--- src/rtl/stream_arbiter.sv ---
`default_nettype none
// ----------------------------------------------------------------------------
// stream_arbiter: round-robin burst arbiter feeding one registered output stage
// Revision: 1.0
// ----------------------------------------------------------------------------
module stream_arbiter #(
  parameter int NUM_INPUTS = 4,
  parameter int WIDTH_BITS = 8,
  parameter int MAX_BURST  = 4,
  parameter int SRC_BITS   = $clog2(NUM_INPUTS)
) (
  input  logic                             clock,
  input  logic                             reset_n,
  input  logic [NUM_INPUTS-1:0]            input_valid,
  output logic [NUM_INPUTS-1:0]            input_ready,
  input  logic [NUM_INPUTS*WIDTH_BITS-1:0] input_data,
  input  logic [NUM_INPUTS-1:0]            input_last,
  output logic                             output_valid,
  input  logic                             output_ready,
  output logic [WIDTH_BITS-1:0]            output_data,
  output logic                             output_last,
  output logic [SRC_BITS-1:0]              output_source
);

  localparam int CNT_BITS = $clog2(MAX_BURST + 1);

  typedef enum logic {
    IDLE  = 1'b0,
    GRANT = 1'b1
  } state_t;

  state_t                state;
  state_t                state_next;
  logic [SRC_BITS-1:0]   grant_idx;
  logic [SRC_BITS-1:0]   last_grant;
  logic [SRC_BITS-1:0]   rr_idx;
  logic                  rr_found;
  logic [CNT_BITS-1:0]   beat_cnt;
  logic [WIDTH_BITS-1:0] data_arr [NUM_INPUTS];
  logic                  slot_free;
  logic                  accept;
  logic                  burst_end;

  genvar gi;
  generate
    for (gi = 0; gi < NUM_INPUTS; gi++) begin : g_unpack
      assign data_arr[gi] = input_data[gi*WIDTH_BITS +: WIDTH_BITS];
    end
  endgenerate

  // The output register can take a beat when empty or draining this cycle.
  assign slot_free = !output_valid || output_ready;
  assign accept    = (state == GRANT) && input_valid[grant_idx] && slot_free;
  assign burst_end = accept &&
                     (input_last[grant_idx] || (beat_cnt == CNT_BITS'(MAX_BURST - 1)));

  always_comb begin : rr_search
    int unsigned         cand;
    logic [SRC_BITS-1:0] cand_idx;
    rr_found = 1'b0;
    rr_idx   = '0;
    cand     = 0;
    cand_idx = '0;
    for (int off = 1; off <= NUM_INPUTS; off++) begin
      cand     = (32'(last_grant) + 32'(off)) % 32'(NUM_INPUTS);
      cand_idx = cand[SRC_BITS-1:0];
      if (!rr_found && input_valid[cand_idx]) begin
        rr_found = 1'b1;
        rr_idx   = cand_idx;
      end
    end
  end

  always_comb begin
    input_ready = '0;
    if (state == GRANT) begin
      input_ready[grant_idx] = slot_free;
    end
  end

  always_comb begin
    state_next = state;
    case (state)
      IDLE:    if (rr_found)  state_next = GRANT;
      GRANT:   if (burst_end) state_next = IDLE;
      default: state_next = IDLE;
    endcase
  end

  always_ff @(posedge clock or negedge reset_n) begin
    if (!reset_n) begin
      state      <= IDLE;
      grant_idx  <= '0;
      last_grant <= SRC_BITS'(NUM_INPUTS - 1);
      beat_cnt   <= '0;
    end else begin
      state <= state_next;
      if (state == IDLE) begin
        if (rr_found) begin
          grant_idx <= rr_idx;
          beat_cnt  <= '0;
        end
      end else if (accept) begin
        beat_cnt <= beat_cnt + 1'b1;
        if (burst_end) begin
          last_grant <= grant_idx;
        end
      end
    end
  end

  always_ff @(posedge clock or negedge reset_n) begin
    if (!reset_n) begin
      output_valid  <= 1'b0;
      output_data   <= '0;
      output_last   <= 1'b0;
      output_source <= '0;
    end else if (accept) begin
      // A new beat overwrites a draining one so a burst streams at full rate.
      output_valid  <= 1'b1;
      output_data   <= data_arr[grant_idx];
      output_last   <= burst_end;
      output_source <= grant_idx;
    end else if (output_valid && output_ready) begin
      output_valid <= 1'b0;
    end
  end

endmodule
`default_nettype wire
--- config.mk ---
export PLATFORM = sky130hd
export DESIGN_NAME = stream_arbiter
export DESIGN_NICKNAME = d
export VERILOG_FILES = /design/src/rtl/stream_arbiter.sv
export SDC_FILE = /design/constraint.sdc
export NUM_CORES = 1
export LEC_CHECK = 0
export ABC_CLOCK_PERIOD_IN_PS = 2640
export BUFFER_PORTS_ARGS = -buffer_cell sky130_fd_sc_hd__buf_2
export CAP_MARGIN = 20
export CORE_UTILIZATION = 49
export DETAILED_ROUTE_END_ITERATION = 7
export PLACE_DENSITY = 0.84
export SYNTH_ARGS = -nofsm -noshare
export SYNTH_HDL_FRONTEND = slang
export SYNTH_SLANG_ARGS = --single-unit
--- constraint.sdc ---
create_clock -name clock -period 2.64 [get_ports clock]
set_input_delay 0 -clock clock [delete_from_list [all_inputs] [get_ports clock]]
set_output_delay 0 -clock clock [all_outputs]
set_load 0.005 [all_outputs]
==> results by group <==
Status
  • Status: finished, final reports clean

Yosys
  • Sequential cell area fraction in the yosys report: 0.4065
  • YS warnings: 0
  • Syn Std Cell Area: around 1200 µm²
  • Post-synth top area share: 0.3640
  • Post-synth ARST share: 1.000
  • Number of synthesized flops with an enable pin: 0
  • Largest cells by area after synthesis: dfrtp_1 (36%), mux4_2 (13%), mux4_1 (6.4%)
  • Syn Inst Count: 92
  • Cell with the most instances after synthesis: dfrtp_1
  • Synth cell types: 35
  • Top_reg_cell synth: dfrtp_1
  • Syn_area_per_cell: 13.45 µm²
  • Syn_nets: between 100 and 150
  • Area leader, netlist: dfrtp_1
  • Register bit total from synthesis: 20
  • Synth top cells by count: dfrtp_1 (18), mux4_2 (7), mux2_2 (6)

Cells and area
  • Antenna Cells: 0
  • Area delta synth->final: 27.30%
  • Seq. cell area: 503.0 µm²
  • Area of the multi-input gates: 666.9 µm²
  • Layout cell share with drive strength beyond 1: 0.5762
  • Core Util, Final: 0.6857
  • Fill count: 169
  • Final nets: 197

Routing
  • Routed Antenna Nets: 0
  • First-pass iteration count of the detailed router: 4
  • Total Wirelength: 3044 µm
  • DRT iter0 DRCs: 22
  • Vias per cell: 5.715
  • DRC: 0
  • Drt wl/cell: 17.01 µm
  • Total number of vias: approximately 1000

Clock tree
  • Post-CTS Setup Bufs: 0
  • CTS max path bufs: 2
  • CTS clk-pin slew, worst paths: 120 ps
  • CTS tree: built
  • H-tree levels: 1
  • CTS Buf Count: 3
  • Worst-skew pair later-pin latency: 310 ps
  • Post-CTS Hold Buffers: 1
  • CTS Sinks: 20
  • Root Driver: clkbuf_4
  • CTS resizes: 0

Timing
  • Tcrit/Tclk final: 0.7709
  • Tmin final: about 2000 ps
  • F_max: 491.4 MHz
  • Max Slew Vio Count: 0
  • RSZ-0062 raised after global routing: false
  • Skew final: 2.732 ps
  • Final setup vio count: 0
  • Hold violation total from the final report: 0
  • Setup TNS: 0 ps
  • Worst slew pin tran: 998.2 ps
  • Relative slew slack: 0.3284

Setup path
  • Critical Path RT: 2850 ps
  • Crit. Startpoint: grant_idx[0]
  • Crit path capture type: register
  • CP Class: register to register
  • CP cell instances: mux4_2 -> nand3_4 -> mux2_2
  • CP max FO: 14
  • WP data arrival: 2240 ps
  • CP Launch Type: register
  • Largest stage delay on the critical path: between 600 and 700 ps
  • Slowest cell on the critical path: dfrtp_1
  • Worst R2R Start: grant_idx[0]

Die
  • Die X: roughly 52 µm
  • Placeable Area: between 2000 and 2500 µm²
  • DIE AREA: 2731 µm²
  • I/O pins: 59
  • Rows: 17
  • Initial Utilization: 0.5387
  • Die H: 52.26 µm

Power and ir drop
  • Sw Pwr: between 600 and 700 µW
  • Pwr per Cell Area: 1080 nW/µm²
  • Reg power frac: 0.366
  • Switching Fraction: 0.3650
  • Internal: 1080 µW
  • Max IR drop VDD: 0.5872 mV
  • Clock power share: 0.110
  • LEAKAGE: a little under 0.0008 µW
  • Comb power frac: 0.524

Global routing
  • Largest net degree at the start of global routing: 21
  • Initial antenna violation count: 0
  • Gr ovfl total: 0
  • First-pass GRT wire length: 4705 µm
  • Total track usage: 0.2495
  • Vias in the first global route: 968

Placed design
  • IO buf count: 58
  • Hpwl dp: between 2000 and 2500 µm
  • Routability cong.: 0.7832

Job
  • Max cap viols: 0

Worst hold path
  • Hold path startpoint: input_valid[3]
  • Hold WC Path Type: input port to register
through the flow:
step                power [µW]  std cells  setup WS, ps  hold WS [ps]  instance area (µm²)
floorplan                 1275         92         951.0        -295.6                 1237
global placement          1453        174         733.0        -45.88                 1529
detailed placement        1517        174         660.9        -34.24                 1529
CTS                       1700        179         614.7         21.13                 1575
global route              1811        179         552.9         22.66                 1575
finish                    1701        179         604.9         12.51                 1575
power by group through the flow:
stage / combinational [µW] / sequential, µW / clock [µW]
after detailed placement: 890 / 627 / 0
after global placement: 840 / 613 / 0
after floorplan: 709 / 565 / 0
final: 890 / 623 / 187
after CTS: 896 / 622 / 182
after global routing: 964 / 644 / 202
worst max-delay path, delay by kind of cell, from the launching register on:
family	cells	cell delay, ps
flip-flops	1	640
AND/OR/NAND/NOR	1	260
multiplexers	2	1020
final timing paths:
path | endpoint | slack, ps | depth (start not counted)
max | output_data[3] | 600 | 3
min | grant_idx[1] | 10 | 3
max reg2reg | output_data[3] | 600 | 3
min reg2reg | output_source[0] | 510 | 1
max in group asynchronous | last_grant[0] | 2160 | 2
min in group asynchronous | output_data[4] | 140 | 2
flip-flops by register name, summed over array words and instances, names as in the netlist:
register       cells
output_last        1
output_valid       1
grant_idx          2
state              1
output_source      2
output_data        8
last_grant         2
beat_cnt           3
layout by cell type (no fill, tap or decap), types with 2 or more instances in the layout:
cell type	count
dfrtp_1	18
mux4_2	7
mux4_1	3
nor3_1	3
nor2_1	4
a21oi_1	2
mux2i_1	4
o21ai_0	3
mux2_4	5
nand2b_1	2
clkbuf_4	3
nand2_1	5
inv_1	5
ha_1	2
buf_4	2
buf_2	58
mux2_2	6
dfstp_2	2
final cells by class:
cell class              count  share of cell area
clock buffers               4             0.02303
inverters                   5             0.01191
multi-input cells          61              0.4234
well taps                  28             0.02224
repair buffers             61              0.2002
flip-flops and latches     20              0.3193
kinds of logic (layout without fill, tap and decap cells):
| family | after synthesis | after routing | share of synthesized area |
|---|---|---|---|
| buf+inv | 11 | 70 | 0.05460 |
| mux | 25 | 25 | 0.3387 |
| compound gates | 15 | 15 | 0.09505 |
| simple gates | 19 | 19 | 0.08493 |
| flops | 20 | 20 | 0.4065 |
| fa+ha+maj | 2 | 2 | 0.02022 |
metal layers:
layer	global-route usage	up-vias	wire, µm
li1	-	471	-
met1	0.2838	515	1211
met2	0.4573	31	1682
met3	0.03768	6	102
met4	0.1096	0	48
met5	0	-	0
Power figures use the tool's default switching activity.
